**src/rtl/instr_seq_ctrl_pkg.sv**
```systemverilog
// instr_seq_ctrl_pkg: opcodes, FSM states and opcode-class helpers; S_PAUSE exists only with SEQ_STEP_EN
package instr_seq_ctrl_pkg;
  localparam logic [3:0] OP_ADD  = 4'b0000;
  localparam logic [3:0] OP_ADDZ = 4'b0001;
  localparam logic [3:0] OP_SUB  = 4'b0010;
  localparam logic [3:0] OP_AND  = 4'b0011;
  localparam logic [3:0] OP_OR   = 4'b0100;
  localparam logic [3:0] OP_XOR  = 4'b0101;
  localparam logic [3:0] OP_NOT  = 4'b0110;
  localparam logic [3:0] OP_SHL  = 4'b0111;
  localparam logic [3:0] OP_MOV  = 4'b1010;
  localparam logic [3:0] OP_LDI  = 4'b1011;
  localparam logic [3:0] OP_HLT  = 4'b1111;
  typedef enum logic [2:0] {
    S_FETCH, S_DECODE, S_EXEC, S_WB, S_HALT
`ifdef SEQ_STEP_EN
    , S_PAUSE
`endif
  } state_t;
  function automatic logic reads_p0(input logic [3:0] op);
    return op <= OP_SHL || op == OP_MOV;
  endfunction
  function automatic logic reads_p1(input logic [3:0] op);
    return op <= OP_OR;
  endfunction
  function automatic logic writes_reg(input logic [3:0] op);
    return op == OP_ADD || (op >= OP_SUB && op <= OP_SHL) || op == OP_MOV || op == OP_LDI;
  endfunction
  function automatic logic is_illegal(input logic [3:0] op);
    return op == 4'b1000 || op == 4'b1001 || (op >= 4'b1100 && op <= 4'b1110);
  endfunction
endpackage

```
**src/rtl/instr_seq_ctrl_if.sv**
```systemverilog
// instr_seq_ctrl_if: imem handshake, decoder/datapath strobes and status; step port only with SEQ_STEP_EN
interface instr_seq_ctrl_if #(parameter int PC_W = 16);
  logic imem_rdy;
  logic [15:0] imem_data;
  logic zr;
`ifdef SEQ_STEP_EN
  logic step;
`endif
  logic imem_re;
  logic [PC_W-1:0] pc;
  logic [15:0] ir;
  logic re0, re1, alu_go, we, hlt, fetch_err, ill_op;
  modport master(
    input imem_rdy, imem_data, zr,
`ifdef SEQ_STEP_EN
    input step,
`endif
    output imem_re, pc, ir, re0, re1, alu_go, we, hlt, fetch_err, ill_op
  );
  modport slave(
    output imem_rdy, imem_data, zr,
`ifdef SEQ_STEP_EN
    output step,
`endif
    input imem_re, pc, ir, re0, re1, alu_go, we, hlt, fetch_err, ill_op
  );
endinterface

```
**src/rtl/instr_seq_ctrl_fetch_timer.sv**
```systemverilog
// instr_seq_ctrl_fetch_timer: counts unanswered fetch cycles and flags the last allowed one
module instr_seq_ctrl_fetch_timer #(parameter int FETCH_TO = 15) (
  input  logic clk,
  input  logic rst,
  input  logic clr,
  input  logic en,
  output logic timeout
);
  logic [7:0] cnt;
  // clear wins over enable; holds otherwise
  always_ff @(posedge clk or posedge rst)
    if (rst) cnt <= '0;
    else cnt <= clr ? '0 : en ? cnt + 8'd1 : cnt;
  assign timeout = cnt == 8'(FETCH_TO - 1);
endmodule

```
**src/rtl/instr_seq_ctrl.sv**
```systemverilog
// instr_seq_ctrl: multi-cycle fetch/decode/exec/wb sequencer; SEQ_STEP_EN adds single-step PAUSE state
module instr_seq_ctrl
  import instr_seq_ctrl_pkg::*;
#(
  parameter int PC_W = 16,
  parameter logic [PC_W-1:0] RESET_PC = '0,
  parameter int FETCH_TO = 15
) (
  input logic clk,
  input logic rst,
  instr_seq_ctrl_if.master bus
);
  state_t state;
  logic [PC_W-1:0] pc;
  logic [15:0] ir;
  logic imem_re, re0, re1, alu_go, we, hlt, fetch_err, ill_op, zr_q, timeout, waiting;
  logic [3:0] op, d_op;
  assign op = ir[15:12];
  assign d_op = bus.imem_data[15:12];
  assign waiting = state == S_FETCH && !bus.imem_rdy;
  instr_seq_ctrl_fetch_timer #(.FETCH_TO(FETCH_TO)) u_timer (
    .clk(clk), .rst(rst), .clr(!waiting), .en(waiting), .timeout(timeout)
  );
  // phase FSM; every strobe is registered and set on entry to the phase that owns it
  always_ff @(posedge clk or posedge rst)
    if (rst) begin
      state     <= S_FETCH;
      pc        <= RESET_PC;
      ir        <= '0;
      zr_q      <= 1'b0;
      imem_re   <= 1'b1;
      re0       <= 1'b0;
      re1       <= 1'b0;
      alu_go    <= 1'b0;
      we        <= 1'b0;
      ill_op    <= 1'b0;
      hlt       <= 1'b0;
      fetch_err <= 1'b0;
    end else begin
      imem_re <= 1'b0;
      re0     <= 1'b0;
      re1     <= 1'b0;
      alu_go  <= 1'b0;
      we      <= 1'b0;
      ill_op  <= 1'b0;
      case (state)
        S_FETCH:
          if (bus.imem_rdy) begin
            ir    <= bus.imem_data;
            re0   <= reads_p0(d_op);
            re1   <= reads_p1(d_op);
            state <= S_DECODE;
          end else if (timeout) begin
            fetch_err <= 1'b1;
            hlt       <= 1'b1;
            state     <= S_HALT;
          end else imem_re <= 1'b1;
        S_DECODE: begin
          zr_q <= bus.zr;
          if (op == OP_HLT) begin
            hlt   <= 1'b1;
            state <= S_HALT;
          end else begin
            alu_go <= 1'b1;
            state  <= S_EXEC;
          end
        end
        S_EXEC: begin
          we     <= writes_reg(op) || (op == OP_ADDZ && zr_q);
          ill_op <= is_illegal(op);
          state  <= S_WB;
        end
        S_WB: begin
          pc <= pc + PC_W'(1);
`ifdef SEQ_STEP_EN
          state <= S_PAUSE;
`else
          imem_re <= 1'b1;
          state   <= S_FETCH;
`endif
        end
`ifdef SEQ_STEP_EN
        S_PAUSE:
          if (bus.step) begin
            imem_re <= 1'b1;
            state   <= S_FETCH;
          end
`endif
        default: state <= S_HALT;
      endcase
    end
  assign bus.imem_re   = imem_re;
  assign bus.pc        = pc;
  assign bus.ir        = ir;
  assign bus.re0       = re0;
  assign bus.re1       = re1;
  assign bus.alu_go    = alu_go;
  assign bus.we        = we;
  assign bus.hlt       = hlt;
  assign bus.fetch_err = fetch_err;
  assign bus.ill_op    = ill_op;
endmodule

```
**src/flat_wrapper.sv**
```systemverilog
// flat-port wrapper written by rule: the top's interface ports become plain ports
module instr_seq_ctrl_flat import instr_seq_ctrl_pkg::*;
#(
  parameter int PC_W = 16,
  parameter logic [PC_W-1:0] RESET_PC = '0,
  parameter int FETCH_TO = 15
)
  (clk, rst, bus_imem_rdy, bus_imem_data, bus_zr, bus_imem_re, bus_pc, bus_ir, bus_re0, bus_re1, bus_alu_go, bus_we, bus_hlt, bus_fetch_err, bus_ill_op);
  instr_seq_ctrl_if #(.PC_W(PC_W)) bus_i ();
  input logic clk;
  input logic rst;
  input wire logic [$bits(bus_i.imem_rdy)-1:0] bus_imem_rdy;
  input wire logic [$bits(bus_i.imem_data)-1:0] bus_imem_data;
  input wire logic [$bits(bus_i.zr)-1:0] bus_zr;
  output wire logic [$bits(bus_i.imem_re)-1:0] bus_imem_re;
  output wire logic [$bits(bus_i.pc)-1:0] bus_pc;
  output wire logic [$bits(bus_i.ir)-1:0] bus_ir;
  output wire logic [$bits(bus_i.re0)-1:0] bus_re0;
  output wire logic [$bits(bus_i.re1)-1:0] bus_re1;
  output wire logic [$bits(bus_i.alu_go)-1:0] bus_alu_go;
  output wire logic [$bits(bus_i.we)-1:0] bus_we;
  output wire logic [$bits(bus_i.hlt)-1:0] bus_hlt;
  output wire logic [$bits(bus_i.fetch_err)-1:0] bus_fetch_err;
  output wire logic [$bits(bus_i.ill_op)-1:0] bus_ill_op;
  assign bus_i.imem_rdy = bus_imem_rdy;
  assign bus_i.imem_data = bus_imem_data;
  assign bus_i.zr = bus_zr;
  assign bus_imem_re = bus_i.imem_re;
  assign bus_pc = bus_i.pc;
  assign bus_ir = bus_i.ir;
  assign bus_re0 = bus_i.re0;
  assign bus_re1 = bus_i.re1;
  assign bus_alu_go = bus_i.alu_go;
  assign bus_we = bus_i.we;
  assign bus_hlt = bus_i.hlt;
  assign bus_fetch_err = bus_i.fetch_err;
  assign bus_ill_op = bus_i.ill_op;
  instr_seq_ctrl #(.PC_W(PC_W), .RESET_PC(RESET_PC), .FETCH_TO(FETCH_TO)) u_core (.clk(clk), .rst(rst), .bus(bus_i));
endmodule
```
**config.mk**
```make
export PLATFORM = sky130hd
export DESIGN_NAME = instr_seq_ctrl_flat
export DESIGN_NICKNAME = d
export VERILOG_FILES = /design/src/rtl/instr_seq_ctrl_pkg.sv /design/src/rtl/instr_seq_ctrl_if.sv /design/src/rtl/instr_seq_ctrl_fetch_timer.sv /design/src/rtl/instr_seq_ctrl.sv /design/src/flat_wrapper.sv
export SDC_FILE = /design/constraint.sdc
export NUM_CORES = 1
export LEC_CHECK = 0
export CORE_MARGIN = 3
export CORE_UTILIZATION = 43
export DETAILED_ROUTE_END_ITERATION = 10
export GPL_TIMING_DRIVEN = 0
export PLACE_DENSITY = 0.76
export REMOVE_ABC_BUFFERS = 1
export SLEW_MARGIN = 20
export SYNTH_ARGS = -nofsm -noshare
export SYNTH_HDL_FRONTEND = slang
export SYNTH_SLANG_ARGS = --single-unit
```
**constraint.sdc**
```tcl
create_clock -name clk -period 1.4 [get_ports clk]
set_input_delay 0.21 -clock clk [delete_from_list [all_inputs] [get_ports clk]]
set_output_delay 0.21 -clock clk [all_outputs]
set_load 0.02 [all_outputs]
```
# Word-level counts from Yosys, hierarchy flattened

Cells that the tools add are included.

Logic and storage cells: 75
Output and inout bits: 40
Bits of input ports: 20
Bits in registers: 52
Bits in latches: 0
RAM bits: 0
ROM bits: 0
Memories kept: 0

Div/mod/pow operators: 0
$mul: 0
Multiplexer cells: 20
Bitwise gates (word level): 1
Equality and inequality tests: 15
Add/sub/neg operators: 2
$lt $le $gt $ge: 6
Reduce and logical (&&, ||, !) cells: 18
Shift-type cells: 0

Operators by type and width:

| cell                    | count |
|---|---|
| $eq A4 B4 Y1 const B    | 6 |
| $add A16 B1 Y16 const B | 1 |
| $mux W1                 | 13 |
| $le A4 B3 Y1 const B    | 3 |
| $pmux W3 S4             | 1 |
| $mux W3                 | 3 |
| $add A8 B1 Y8 const B   | 1 |
| $eq A8 B4 Y1 const B    | 1 |
| $mux W8                 | 1 |
| $logic_or A1 B1 Y1      | 7 |
| $eq A3 B2 Y1 const B    | 2 |
| $eq A4 B1 Y1 const B    | 1 |
| $ge A4 B2 Y1 const B    | 1 |
| $ge A4 B4 Y1 const B    | 1 |
| $le A4 B4 Y1 const B    | 1 |
| $logic_and A1 B1 Y1     | 4 |
| $logic_not A4 Y1        | 1 |
| $ne A2 B1 Y1 const B    | 2 |
| $pmux W1 S2             | 2 |
| $reduce_and A4 Y1       | 1 |
| $eq A3 B1 Y1 const B    | 1 |
| $logic_not A3 Y1        | 1 |
| $ne A3 B2 Y1 const B    | 1 |
| $reduce_and A3 Y1       | 1 |
| 5 further kinds         | 5 |

# Logic depth before layout (Yosys ltp)

Depth after elaboration: 7
Mapped depth: 6
Mapped depth without buffers: 5

# Modules after synthesis

A second synthesis with hierarchy kept.

Cells, all modules: 188
Area, all modules: 2242.2 um2

Modules (own cells, without submodules):

| module                     | times used | area each (um2) | cells each |
|---|---|---|---|
| instr_seq_ctrl             | 1          | 1830.5          | 146 |
| instr_seq_ctrl_fetch_timer | 1          | 411.6           | 42 |

# Worst setup path after synthesis

No wires, ideal clock.

Path kind: register to register
Start: reg u_core.pc[4], in the netlist u_core.bus.pc[4]
End: reg u_core.pc[15], in the netlist u_core.bus.pc[15]
Setup time: 0.128 ns
Cell stages (with the launch flop): 5
Period minus slack after synthesis: 1.408 ns
Data arrival time: 1.279 ns
Setup slack: -0.008 ns
Path through: dfrtp_1 > nand4_1 > nor3_2 > nand4_1 > xnor2_1

Longest elaborated chain between the ends: 1

RTL lines:

| what                   | line                 | source |
|---|---|---|
| from (decl)            | instr_seq_ctrl.sv:14 | `logic [PC_W-1:0] pc;` |
| from (signal assigned) | instr_seq_ctrl.sv:74 | `pc <= pc + PC_W'(1);` |
| $add A16 B1 Y16        | instr_seq_ctrl.sv:74 |  |

No other way between the ends.
A chain may end at the register's enable or synchronous reset.

# Final worst setup path

Start: reg u_core.pc[5], in the netlist u_core.bus.pc[5]
End: reg u_core.pc[15], in the netlist u_core.bus.pc[15]

The elaborated chain is that of the path after synthesis.

==> impl_metrics.json <==
{
  "placed_cell_area_mm2": 0.00285,
  "cts_tree": "built",
  "cp.arrival_ps": 1540,
  "yosys-top-cells-area": "dfrtp_1 (59%), nand2_1 (11%), xnor2_1 (4.4%)",
  "holdBufCountCts": 0,
  "synth.most_common_cell": "nand2_1",
  "final_area_mm2": 0.00299,
  "gp_congestion": 0.758,
  "outcome": "complete, no violations",
  "area_growth_pct": 37.3,
  "path_buf_inv": 0,
  "vias": 1623,
  "synthArstFlopShare": 1.00,
  "grt_pass1_wl_um": 7230,
  "drcViolationCount": 0,
  "cp_top_family": "simple AND/OR/NAND/NOR gates",
  "synth.distinct_cells": 33,
  "grt_overflow": 0,
  "synth_compound_area_frac": 0.0230,
  "synthFlopType": "dfrtp_1",
  "chipHeight_um": 77.2,
  "fin_crit_ps": 1350,
  "critPathMaxStageDelay_ps": 410,
  "worst-setup-path-type": "reg2reg",
  "wirelength_um": 4150,
  "max-vdd-ir-drop_mv": 0.936,
  "first_iter_violations": 39,
  "pre_cts_ws_ps": -173,
  "drtPass1Iterations": 4,
  "ys_seq_area_frac": 0.598,
  "power_w": 0.00516,
  "worst_pin_slew_ps": 577,
  "io_buffers": 59,
  "post-route-period-util": 0.964,
  "switchingPower_w": 0.00192,
  "final_hold_viol_count": 0,
  "clkSinkCount": 52,
  "muxShareOfSynthArea": 0.0103,
  "nets": 301,
  "pwr-share-comb": 0.365,
  "timing.hold.ws_ps": 286,
  "drtAntennaViolNets": 0,
  "yosys.area.top_type_share": 0.586,
  "die_area_mm2": 0.00596,
  "cts_buffers": 5,
  "final_util": 0.621,
  "fillCellCount": 432,
  "final-setup-viol-count": 0,
  "ys_seq_elements": 52,
  "syn_area_per_cell_um2": 10.4,
  "final_layout_size_suffix_gt1_frac": 0.125,
  "grt_setup_unrepaired": "true",
  "relSlewSlack": 0.615,
  "slew_violations": 0,
  "start_kind": "flip-flop",
  "drv_cap": 0,
  "leakagePower_nw": 1.55,
  "clk_path_buf_depth": 2,
  "grt_max_degree": 29,
  "clkPwrFrac": 0.191,
  "synth-xor-area-share": 0.0844,
  "crit_path_top_delay_cell": "dfrtp_1",
  "wire_per_inst_um": 12.0,
  "io_pins": 60,
  "synth-adder-area-share": 0.0172,
  "worstSkewPairLatency_ps": 300,
  "hold_class": "in2async",
  "syn_inst": 209,
  "synth_warnings": 0,
  "synth_area_leader_cell": "dfrtp_1",
  "power.internal_w": 0.00324,
  "num_antenna_cells": 0,
  "power_frac_seq": 0.444,
  "syn_area_mm2": 0.00218,
  "synth_top_family_by_area": "simple AND/OR/NAND/NOR gates",
  "cp_cell_sequence": "nand4_1, nor3_2, nand4_1, xnor2_1",
  "synthTopCellsByCount": "nand2_1 (62), dfrtp_1 (51), nor2_1 (17)",
  "start_util": 0.452,
  "antenna_found_initial": 0,
  "switching_share": 0.372,
  "synth_edf_count": 0,
  "core.rowCount": 25,
  "finalWorstSetupSlack_ps": 50.2,
  "power-per-cell-area_mw_per_mm2": 1720,
  "fin_skew_ps": 4.68,
  "fmax_mhz": 741,
  "synth_simple_gate_area_frac": 0.245,
  "cts_root_buffer": "clkbuf_8",
  "path_common_cell": "nand4_1",
  "cp-end-kind": "flip-flop",
  "grt_use_total": 0.152,
  "htree_num_levels": 2,
  "vias_per_cell": 4.69,
  "cp_data_required_time_ps": 1590,
  "cp_max_fo": 5,
  "hpwl_um": 2980,
  "die_x_um": 77.2,
  "clk_pin_slew_ps": 80,
  "coreArea_mm2": 0.00482,
  "grt_pass1_vias": 1626
}
==> what timing repair did <==
action                                  4_1_cts  5_1_grt
endpoints found under the setup margin       63       25
pin swaps                                     1        5
setup buffers                                 0        6
resized for setup                            43       12
==> state kept, by name (all words and copies together), names as in the netlist <==
signal,count
u_core.bus.alu_go,1
u_core.bus.hlt,1
u_core.state,3
u_core.bus.re0,1
u_core.bus.pc,16
u_core.bus.imem_re,1
u_core.bus.ill_op,1
u_core.bus.ir,16
u_core.zr_q,1
u_core.bus.we,1
u_core.bus.re1,1
u_core.bus.fetch_err,1
u_core.u_timer.cnt,8
==> path summary, 6_finish.rpt <==
path | slack [ps] | start | depth (start not counted) | endpoint
setup reg to reg | 50 | u_core.bus.pc[5] | 4 | u_core.bus.pc[15]
max in group asynchronous | 590 | rst | 3 | u_core.bus.fetch_err
setup / recovery | 50 | u_core.bus.pc[5] | 4 | u_core.bus.pc[15]
hold reg to reg | 460 | u_core.bus.fetch_err | 1 | u_core.bus.fetch_err
hold / removal | 290 | rst | 2 | u_core.bus.ill_op
min in group clk | 430 | bus_imem_data[9] | 3 | u_core.bus.ir[9]
==> placed cells by master (no fill, tap or decap), drive strengths merged, types with 3 or more instances in the layout <==
cell type and n:
nand2b 3, clkbuf 6, xnor2 11, dlygate4sd2 40
nor2 19, inv 6, ha 3, xor2 10
and2 3, clkdlybuf4s50 19, o21ai 3, nor3 4
buf 7, dfrtp 51, a21oi 4, nand4 5
nand2 62, nand3 6
==> logic make-up after synthesis <==
family	Yosys count
compound gates	9
xor+xnor	21
fa+ha+maj	3
buf+inv	10
flops	52
mux	2
simple gates	112
==> metrics by stage <==
stage | instances | TNS (ps)
2_1_floorplan | 205 | -3380
3_3_place_gp | 331 | -55530
3_5_place_dp | 332 | -2470
4_1_cts | 340 | 0
5_1_grt | 346 | -66.2
6_report | 346 | 0
==> metal layers <==
layer	track usage	wire length (um)	vias to the layer above
met5	0	0	-
met4	0.0463	27	0
met2	0.245	1970	46
li1	-	-	808
met1	0.183	1820	765
met3	0.0657	329	4
==> power by group through the flow <==
stage / logic [W] / clock network [W] / registers [W]
after CTS: 0.00180 / 0.00102 / 0.00228
after detailed placement: 0.00204 / 0 / 0.00231
after global placement: 0.00200 / 0 / 0.00231
after floorplan: 0.000673 / 0 / 0.00270
final: 0.00188 / 0.000985 / 0.00229
after global routing: 0.00208 / 0.00108 / 0.00237
==> layout make-up <==
| cell class | instances | area, um^2 | share of cell area |
|---|---|---|---|
| multi-input combinational | 147 | 863 | 0.289 |
| clock inverter | 2 | 35.0 | 0.0117 |
| inverter | 6 | 22.5 | 0.00753 |
| sequential | 52 | 1310 | 0.437 |
| clock buffer | 6 | 72.6 | 0.0243 |
| tap | 67 | 83.8 | 0.0280 |
| timing repair buffer | 66 | 606 | 0.203 |
No activity file was read; power rests on OpenSTA's default activity.
